`config.mk`:
```
export PLATFORM = sky130hd
export DESIGN_NAME = addsub_seq
export DESIGN_NICKNAME = d
export VERILOG_FILES = /design/src/rtl/addsub_pkg.sv /design/src/rtl/add_chunk.sv /design/src/rtl/addsub_seq.sv
export SDC_FILE = /design/constraint.sdc
export NUM_CORES = 1
export LEC_CHECK = 0
export BUFFER_PORTS_ARGS = -buffer_cell sky130_fd_sc_hd__buf_2
export CORE_ASPECT_RATIO = 1.25
export CORE_MARGIN = 2
export CORE_UTILIZATION = 51
export CTS_BUF_LIST = sky130_fd_sc_hd__clkbuf_16
export DETAILED_ROUTE_END_ITERATION = 6
export PLACE_DENSITY = 0.73
export SETUP_SLACK_MARGIN = 0.05
export SLEW_MARGIN = 30
export SYNTH_ARGS = -nofsm -noshare
export SYNTH_HDL_FRONTEND = slang
export SYNTH_SLANG_ARGS = --single-unit
```
`constraint.sdc`:
```
create_clock -name clk -period 4.8 [get_ports clk]
set_clock_uncertainty 0.2 [all_clocks]
set_input_delay 0.24 -clock clk [delete_from_list [all_inputs] [get_ports clk]]
set_output_delay 0.24 -clock clk [all_outputs]
set_load 0.02 [all_outputs]
```
`src/rtl/addsub_pkg.sv`:
```
// rtl/addsub_pkg.sv - shared state encoding and saturation helpers for addsub_seq
package addsub_pkg;

    typedef enum logic [1:0] {
        IDLE = 2'd0,
        CALC = 2'd1,
        DONE = 2'd2
    } state_e;

    localparam int MAX_W = 64;

    // Largest positive value of a w-bit two's complement number: 0 then w-1 ones.
    function automatic logic [MAX_W-1:0] sat_pos(input int w);
        logic [MAX_W-1:0] v;
        v = '0;
        for (int i = 0; i < MAX_W; i++) begin
            if (i < w - 1) v[i] = 1'b1;
        end
        return v;
    endfunction

    function automatic logic [MAX_W-1:0] sat_neg(input int w);
        logic [MAX_W-1:0] v;
        v = '0;
        for (int i = 0; i < MAX_W; i++) begin
            if (i == w - 1) v[i] = 1'b1;
        end
        return v;
    endfunction

    function automatic logic [MAX_W-1:0] sat_value(input logic neg, input int w);
        return neg ? sat_neg(w) : sat_pos(w);
    endfunction

endpackage

```
`src/rtl/add_chunk.sv`:
```
// rtl/add_chunk.sv - W-bit combinational adder slice with carry into and out of its MSB
module add_chunk #(
    parameter int W = 4
) (
    input  logic [W-1:0] x,
    input  logic [W-1:0] y,
    input  logic         cin,
    output logic [W-1:0] s,
    output logic         cout,
    output logic         cmsb
);

    logic [W:0] full;

    assign full = {1'b0, x} + {1'b0, y} + {{W{1'b0}}, cin};
    assign s    = full[W-1:0];
    assign cout = full[W];
    // The MSB sum bit is x^y^carry_in, so the carry into the MSB falls out by XOR.
    assign cmsb = full[W-1] ^ x[W-1] ^ y[W-1];

endmodule

```
`src/rtl/addsub_seq.sv`:
```
// rtl/addsub_seq.sv - chunk-serial two's complement adder/subtractor with optional saturation
module addsub_seq
    import addsub_pkg::*;
#(
    parameter int WIDTH = 16,
    parameter int CHUNK = 4
) (
    input  logic             clk,
    input  logic             rst,
    input  logic             start,
    input  logic [WIDTH-1:0] a,
    input  logic [WIDTH-1:0] b,
    input  logic             sub,
    input  logic             sat,
    output logic             busy,
    output logic             done,
    output logic [WIDTH-1:0] result,
    output logic             carry,
    output logic             ovf
);

    localparam int N  = WIDTH / CHUNK;
    localparam int CW = (N > 1) ? $clog2(N) : 1;

    state_e           state_q, state_d;
    logic [CW-1:0]    cnt_q, cnt_d;
    logic [WIDTH-1:0] a_q, b_q, psum_q, result_q;
    logic             cin_q, sat_q, done_q, carry_q, ovf_q;

    logic             load, last;
    int               base;
    logic [CHUNK-1:0] x, y, s;
    logic             cout, cmsb, raw_ovf;
    logic [WIDTH-1:0] full_sum, final_res;

    always_comb begin
        state_d = state_q;
        load    = 1'b0;
        last    = (state_q == CALC) && (cnt_q == CW'(N - 1));
        cnt_d   = cnt_q;
        case (state_q)
            IDLE: begin
                if (start) begin
                    load    = 1'b1;
                    state_d = CALC;
                end
            end
            CALC: begin
                cnt_d = last ? '0 : cnt_q + 1'b1;
                if (last) state_d = DONE;
            end
            DONE: begin
                if (start) begin
                    load    = 1'b1;
                    state_d = CALC;
                end else begin
                    state_d = IDLE;
                end
            end
            default: state_d = IDLE;
        endcase
        if (load) cnt_d = '0;
    end

    always_comb begin
        base      = int'(cnt_q) * CHUNK;
        x         = a_q[base +: CHUNK];
        y         = b_q[base +: CHUNK];
        full_sum  = psum_q;
        full_sum[base +: CHUNK] = s;
        raw_ovf   = cmsb ^ cout;
        // Saturation direction follows a's sign: overflow only occurs when both
        // effective operands share that sign.
        final_res = (sat_q && raw_ovf) ? WIDTH'(sat_value(a_q[WIDTH-1], WIDTH)) : full_sum;
    end

    add_chunk #(.W(CHUNK)) u_add_chunk (
        .x    (x),
        .y    (y),
        .cin  (cin_q),
        .s    (s),
        .cout (cout),
        .cmsb (cmsb)
    );

    always_ff @(posedge clk or posedge rst) begin
        if (rst) begin
            state_q  <= IDLE;
            cnt_q    <= '0;
            a_q      <= '0;
            b_q      <= '0;
            psum_q   <= '0;
            cin_q    <= 1'b0;
            sat_q    <= 1'b0;
            done_q   <= 1'b0;
            result_q <= '0;
            carry_q  <= 1'b0;
            ovf_q    <= 1'b0;
        end else begin
            state_q <= state_d;
            cnt_q   <= cnt_d;
            done_q  <= last;
            if (load) begin
                a_q   <= a;
                b_q   <= sub ? ~b : b;
                cin_q <= sub;
                sat_q <= sat;
            end else if (state_q == CALC) begin
                psum_q <= full_sum;
                cin_q  <= cout;
                if (last) begin
                    result_q <= final_res;
                    carry_q  <= cout;
                    ovf_q    <= raw_ovf;
                end
            end
        end
    end

    assign busy   = (state_q == CALC);
    assign done   = done_q;
    assign result = result_q;
    assign carry  = carry_q;
    assign ovf    = ovf_q;

endmodule

```
# Word-level counts from Yosys, hierarchy flattened
# Cells that the tools add are included.
[totals]
ff_bits = 73
inputBits = 37
word_cells = 52
[classes]
add_sub_neg = 4
n_eq_ne = 5
shifts = 4
muxes = 15
n_bitwise = 5
n_reduce_logical = 8
[ops]
columns = ["op", "n"]
rows = [
  ["16-bit two-way mux", 3],
  ["4-bit negator with 33-bit output", 1],
  ["4-bit by 33-bit variable shift with 16-bit output, first input constant", 1],
  ["4-bit by 33-bit indexed part select with 16-bit output", 1],
  ["16-bit by 5-bit indexed part select with 4-bit output", 2],
  ["16-bit bitwise mux", 1],
  ["16-bit inverter", 1],
  ["2-bit two-way mux", 5],
  ["2-bit one-hot mux with 3 select lines", 1],
  ["4-bit by 4-bit adder with 5-bit output", 1],
  ["5-bit by 1-bit adder with 5-bit output", 1],
  ["1-bit two-way mux", 5],
  ["2-bit == test, second input constant", 2],
  ["2-bit AND reduction", 2],
  ["3-bit AND reduction", 1],
  ["1-bit XOR", 3],
  ["2-bit by 1-bit adder with 2-bit output, second input constant", 1],
  ["2-bit by 1-bit == test with 1-bit output, second input constant", 1],
  ["1-bit logical AND", 2],
  ["2-bit logical NOT", 1],
  ["2-bit by 1-bit inequality test with 1-bit output, second input constant", 1],
  ["2-bit inequality test, second input constant", 1],
  ["2-bit nonzero test", 1],
  ["2-bit OR reduction", 1],
  ["1-bit inverter", 1],
]

# Logic depth before layout (Yosys ltp)
# Gate-level depths: netlist of run 1.
[depth]
depth_word = 8
depth_mapped = 11
mapped_depth_nobuf = 9

# Cells and area by module
# From an unflattened synthesis of run 1, not the netlist that was laid out.
[hier_totals]
cells_unflattened = 342
hier_area_um2 = 3492.1
[by_module_without_submodules]
columns = ["module", "instances", "cells_per_inst", "area_per_inst_um2", "seq_area_each_um2"]
rows = [
  ["addsub_seq", 1, 323, 3314.4, 1726.7],
  ["add_chunk", 1, 19, 177.7, 0.0],
]

# Worst setup path before layout of run 1
# OpenSTA, ideal clock, no wires.
[synth_path]
path_type = "register to register"
start = "register cnt_q[0]"
end = "register result_q[1] (netlist: result[1])"
setup_ps = 121
t_arrival_ps = 3423
required_time_ps = 4479
path_slack_ps = 1056
stages_incl_launch_ff = 11
cell_sequence = "dfrtp_1 > buf_1 > mux4_2 > fa_1 > fa_1 > mux2_2 > a211oi_2 > xnor2_2 > a31o_1 > buf_6 > o21ai_1"
[synth_via]
elab_chain_len = 8
[synth_rtl]
columns = ["item", "line_no", "rtl"]
rows = [
  ["start, declared", "addsub_seq.sv:26", "logic [CW-1:0] cnt_q, cnt_d;"],
  ["start signal, assigned", "addsub_seq.sv:101", "cnt_q <= cnt_d;"],
  ["16-bit by 5-bit indexed part select with 4-bit output, on equally long branches", "addsub_seq.sv:67, addsub_seq.sv:68", ""],
  ["4-bit by 4-bit adder with 5-bit output", "add_chunk.sv:15", "assign full = {1'b0, x} + {1'b0, y} + {{W{1'b0}}, cin};"],
  ["5-bit by 1-bit adder with 5-bit output", "add_chunk.sv:15", ""],
  ["1-bit XOR (2 in a row)", "add_chunk.sv:19", "assign cmsb = full[W-1] ^ x[W-1] ^ y[W-1];"],
  ["1-bit XOR", "addsub_seq.sv:71", "raw_ovf = cmsb ^ cout;"],
  ["1-bit logical AND", "addsub_seq.sv:74", "final_res = (sat_q && raw_ovf) ? WIDTH'(sat_value(a_q[WIDTH-1], WIDTH)) : full_sum;"],
  ["16-bit two-way mux", "addsub_seq.sv:74", ""],
  ["end signal, assigned", "addsub_seq.sv:112", "result_q <= final_res;"],
  ["end, declared", "addsub_seq.sv:27", "logic [WIDTH-1:0] a_q, b_q, psum_q, result_q;"],
]
# Parallel ways exist; a longest one is shown, timed or not.
# A chain may end at the register's enable or synchronous reset.

# Worst setup path in the final report of run 1
[layout_path]
start = "register cnt_q[0]"
end = "register result_q[10] (netlist: result[10])"
# The elaborated chain is that of the path after synthesis.

==> impl_results.md, run 1 <==
* Status: completed
* Sequential cell area fraction in the yosys report at 0.5079
* Synth Cell Area at between 0.003 and 0.004 mm²
* Num rows at 33
* CTS tree: built
* WHS at around 0.14 ps
* Area of the multi-input gates at around 0.0016 mm²
* Num CTS Buffers at 9
* Initial DRC Count at about 120
* Initial DRT Pass Iterations at 4
* Storage element area at ~0.0017 mm²
* Max rail drop VDD at ~540 µV
* Via count at between 2000 and 3000
* Die W at between 70 and 80 µm
* WL/cell at about 14 µm
* Clock Tree Root: clkbuf_16
* Antenna cells at 0
* Core area at 0.006524 mm²
* Internal power at between 0.0015 and 0.002 W
* Sequential share of power at 0.298
* Most used DFF post-synth: dfrtp_1
* Global-route wire length before repair at about 12000 µm
* Yosys warns at 0
* Bufs and invs on worst path at 0
* Post-synth EDFFs at 0
* Crit-path max FO at 17
* Initial Util at 0.5211
* Avg Vias per Cell at between 5 and 6
* I/O pins at 57
* Critical path class: reg2reg
* Vias in the first global route at approximately 2700
* Area Overhead vs Synth at 23.44%
* Startpoint Class: flip-flop
* Final Wtd Congestion at 0.8504
* Top delay family on crit path: adder cells
* TNS Setup at 0 ps
* Delay of the slowest critical-path stage at 780 ps
* Max-Cap Viols at 0
* Remaining Overflow, GRT at 0
* Switching portion of total power at 0.4436
* Largest net degree at the start of global routing at 70
* CP endpoint kind: flip-flop
* Final Routed Wirelength at between 7000 and 8000 µm
* Ys async rst share at 1.000
* NetSw at around 0.0015 W
* Final Non-Filler Cells at approximately 510
* Logic pwr share at 0.530
* Number of routed nets with antenna violations at 0
* Final setup fails at 0
* Max-slew violations at 0
* Synthesized instance count at around 350
* Fraction of layout cells with a size suffix above 1 at 0.2019
* Nets at 468
* Period Utilization, post-route at 0.8664
* Least-Margin Pin Slew at 906.0 ps
* Gr usage total at 0.2155
* Post-route DRC at 0
* Initial antenna violation count at 0
* I/O Buffers at 56
* Register bit total from synthesis at 69
* CP cell instances: mux4_2 -> fa_1 -> fa_1 -> nor2_1 -> mux2_2 -> a211oi_2 -> xnor2_2 -> a31o_1 -> o21ai_0
* Worst path most repeated cell: fa_1
* Syn avg cell area at just under 10 µm²
* Leakage power at 2.036 nW
* Cell Count Post-Placement at 477
* CP max stage cell: dfrtp_1
* Netlist cell types at 37
* Worst-Skew Late Latency at between 300 and 400 ps
* H-tree depth at 3
* Hold Path Class: in2reg
* Power Density at around 800 mW/mm²
* Clk slew on worst S/H paths at about 50 ps
* # fillers at 567
* RSZ-0062 raised after global routing: no
* CTS Buffer Depth at 2
* Post-DP HPWL at roughly 5000 µm
* Die ar. at 0.007339 mm²
* Final-report hold violation count at 0
* Tmin final at roughly 4200 ps
* Clock share of power at 0.173
* Rel. slew slack at 0.3960
* Die Ht at around 95 µm
* Clock Sinks at 69
* Fmax at 0.2405 GHz
* Worst path arrival time at slightly above 4000 ps
* # resized after CTS at 0
* CP required at approximately 4800 ps
* Syn_nets at roughly 400
-- worst reg2reg max path, cell delays in order (launching register included) --
cell      delay (ps)
dfrtp_1          780
mux4_2           610
fa_1             440
fa_1             460
nor2_1           150
mux2_2           180
a211oi_2          80
xnor2_2          480
a31o_1           490
o21ai_0          160
-- metal layers --
layer	vias up	global-route usage	wire length [µm]
met5	-	0	0
met4	0	0.1176	191
met3	17	0.05019	354
met2	76	0.3677	3613
met1	1278	0.2551	3014
li1	1323	-	-
-- synth_stat cells, drive strengths merged, types with 4 or more instances --
master / number / area [µm²]
nand2: 107 / 401.6
dfrtp: 69 / 1727
o21ai: 43 / 215.2
xnor2: 19 / 181.4
clkbuf: 15 / 56.30
a21boi: 11 / 82.58
a22oi: 11 / 82.58
inv: 10 / 37.54
ha: 8 / 100.1
mux4: 8 / 180.2
nor2: 8 / 30.03
a21oi: 6 / 30.03
buf: 4 / 25.02
-- state kept, by name, indices dropped and copies added, names as in the netlist --
| register | cells |
|---|---|
| a_q | 16 |
| b_q | 16 |
| carry | 1 |
| cin_q | 1 |
| cnt_q | 2 |
| done | 1 |
| ovf | 1 |
| psum_q | 12 |
| result | 16 |
| sat_q | 1 |
| state_q | 2 |
-- final cells by class --
class | count | share of cell area
Tap cell | 87 | 0.02594
Timing Repair Buffer | 80 | 0.1216
Clock inverter | 7 | 0.008050
Clock buffer | 9 | 0.05367
Sequential cell | 69 | 0.4115
Multi-Input combinational cell | 251 | 0.3703
Inverter | 10 | 0.008945
-- power groups by stage --
stage / logic, W / clock network (W) / registers, W
after floorplan: 0.00131 / 0 / 0.000998
after CTS: 0.00175 / 0.000580 / 0.000985
final: 0.00175 / 0.000569 / 0.000982
after global routing: 0.00195 / 0.000609 / 0.00102
after global placement: 0.00167 / 0 / 0.000979
after detailed placement: 0.00172 / 0 / 0.000990
-- final timing paths --
kind,from,end,slack [ps],cells past startpoint
setup / recovery,cnt_q[0],result[10],640,9
hold / removal,b[0],b_q[0],0.1,3
setup reg to reg,cnt_q[0],result[10],640,9
hold reg to reg,ovf,ovf,260,2
max in group asynchronous,rst,a_q[6],3360,4
min in group asynchronous,rst,carry,510,4
-- stage by stage --
step           power (W)  utilization  instance area [µm²]  setup slack, ps
2_1_floorplan   0.002308            -                 3400             1056
3_3_place_gp    0.002645       0.5729                 3737            774.5
3_5_place_dp    0.002711       0.5729                 3737            678.3
4_1_cts         0.003313       0.6433                 4197            613.7
5_1_grt         0.003578       0.6433                 4197            288.8
6_report        0.003299       0.6433                 4197            641.3
-- placed cells by master, fill, tap and decap left out, drive strengths merged, types with 2 or more instances in the layout --
cell type	count
a211oi	3
a21boi	11
a21o	2
a21oi	6
a22oi	11
buf	60
clkbuf	9
clkinv	5
dfrtp	69
dlygate4sd3	20
fa	2
ha	8
inv	11
mux4	8
nand2	107
nand2b	2
nand3b	3
nor2	8
nor3	2
o211ai	3
o21ai	43
xnor2	19
xor2	2
-- timing repair --
action / CTS / global route
hold buffers: 20 / 0
endpoints found under the hold margin: 21 / 0
buffers inserted: 0 / 0
-- cell families (layout without fill, tap and decap cells) --
logic type                 after synthesis  after routing  synth area share
DFF                                     69             69            0.5079
adders and majority gates               10             10           0.04122
xor gates and xnor gates                21             21           0.05852
buffers and inverters                   29            106           0.03496
AOI/OAI and AO/OA                       83             83            0.1494
and+or+nand+nor                        128            128            0.1516
muxes                                    9              9           0.05631
(Power assumes the default switching activity.)
==> run 2, diff against run 1 <==
--- a/config.mk
+++ b/config.mk
@@ -11,7 +11,9 @@
 export CORE_UTILIZATION = 51
 export CTS_BUF_LIST = sky130_fd_sc_hd__clkbuf_16
 export DETAILED_ROUTE_END_ITERATION = 6
-export PLACE_DENSITY = 0.73
+export GPL_ROUTABILITY_DRIVEN = 0
+export MAX_ROUTING_LAYER = met4
+export PLACE_DENSITY_LB_ADDON = 0.08
 export SETUP_SLACK_MARGIN = 0.05
 export SLEW_MARGIN = 30
 export SYNTH_ARGS = -nofsm -noshare
==> impl_results.md, run 2 (synthesis results as in run 1) <==
* TNS Setup at 0 ps
* Failing checks: hold timing
* Dpl cell area at around 0.0037 mm²
* Clk slew on worst S/H paths at 50 ps
* I/O Buffers at 56
* Fmax at between 0.2 and 0.25 GHz
* Final Routed Wirelength at 7320 µm
* Initial Util at 0.5211
* Power Density at 782.9 mW/mm²
* WL/cell at about 14 µm
* Post-DP HPWL at around 5000 µm
* Rel. slew slack at 0.3922
* Worst-Skew Late Latency at roughly 330 ps
* Largest net degree at the start of global routing at 70
* CTS hold repair buffers at 28
* Commonest cells after routing, fill and taps aside: 107 x nand2_1, 69 x dfrtp_1, 56 x buf_2
* Status: finished, violations left
* Num CTS Buffers at 9
* Least-Margin Pin Slew at approximately 910 ps
* RSZ-0062 raised after global routing: no
* WHS at -54.32 ps
* I/O pins at between 50 and 60
* Final-report hold violation count at between 60 and 70
* Post-route DRC at 0
* Clock Tree Root: clkbuf_16
* Bufs and invs on worst path at 0
* Initial DRC Count at between 150 and 200
* Number of routed nets with antenna violations at 0
* Crit-path max FO at 17
* Tmin final at 4170 ps
* Avg Vias per Cell at 5.165
* Max-slew violations at 0
* Startpoint Class: flip-flop
* Worst path arrival time at 4160 ps
* Hold Path Class: in2async
* Max-Cap Viols at 0
* Worst r2r src: cnt_q[0]
* CP required at 4790 ps
* Final instance area at around 0.0043 mm²
* CP cell instances: mux4_2 -> fa_1 -> fa_1 -> nor2_1 -> mux2_2 -> a211oi_2 -> xnor2_2 -> a31o_1 -> o21ai_0
* CP max stage cell: dfrtp_1
* Top delay family on crit path: adder cells
* Nets at ~480
* Num rows at 33
* Global-route wire length before repair at 12250 µm
* Delay of the slowest critical-path stage at between 700 and 800 ps
* Clock Sinks at 69
* Vias in the first global route at approximately 2700
* Critical Path Source: cnt_q[0]
* Pre-CTS setup slack at 633.4 ps
* Setup Buffers After CTS at 0
* Die Ht at approximately 95 µm
* Period Utilization, post-route at 0.8687
* # resized after CTS at 0
* Worst path most repeated cell: fa_1
* Die ar. at approximately 0.0073 mm²
* Initial antenna violation count at 0
* Area Overhead vs Synth at 26.28%
* Final setup fails at 0
* Die W at between 70 and 80 µm
* CP endpoint kind: flip-flop
* Initial DRT Pass Iterations at 4
* Antenna cells at 0
* Via count at 2686
* Max rail drop VDD at ~560 µV
* Core area at around 0.0065 mm²
* CTS Buffer Depth at 2
* CTS tree: built
* Most common cell after layout, fill and taps aside: nand2_1
* H-tree depth at 3
* Fraction of layout cells with a size suffix above 1 at 0.1986
* Gr usage total at 0.2234
* Final worst slack at 630.0 ps
* Remaining Overflow, GRT at 0
* Critical path class: reg2reg
* Leakage power at about 2.1 nW
[run 2: path summary, 6_finish.rpt]
path | endpoint | slack [ps] | cells past startpoint
setup / recovery | result[10] | 630 | 9
hold / removal | b_q[4] | -50 | 3
setup reg to reg | result[10] | 630 | 9
hold reg to reg | ovf | 270 | 2
max in group asynchronous | cnt_q[0] | 3890 | 3
min in group clk | b_q[3] | 0 | 3
[run 2: cell type report]
class	count	area (µm²)
timing repair buffer	87	583.1
clock buffer	9	225.2
multi-input combinational	251	1554
inverter	10	37.54
tap	87	108.9
sequential	69	1727
clock inverter	7	57.56
fill	556	2231
[run 2: worst min-delay path: cells and delay by family]
family,cells,cell delay (ps)
buffers and inverters,3,760
[run 2: power breakdown]
part	switching [W]	total, W	internal, W
Combinational	0.00105	0.00173	0.000676
Clock	0.000237	0.000631	0.000394
Sequential	0.000184	0.00100	0.000818
[run 2: layer usage]
layer  GRT usage  part of all wire  wire length, µm
met4     0.09673             0.027              195
met1      0.2508              0.42             3110
met2      0.3918              0.52             3772
met5           -                 0                0
met3     0.04451             0.033              241
[run 2: stage by stage]
step                      utilization  std cells  hold slack (ps)  total power (W)
after global routing           0.6580        520            21.76         0.003634
after detailed placement       0.5717        476            231.2         0.002731
after CTS                      0.6580        520           0.1086         0.003392
after floorplan                     -        349            145.4         0.002308
after global placement         0.5717        476            229.4         0.002685
final                          0.6580        520           -54.32         0.003361
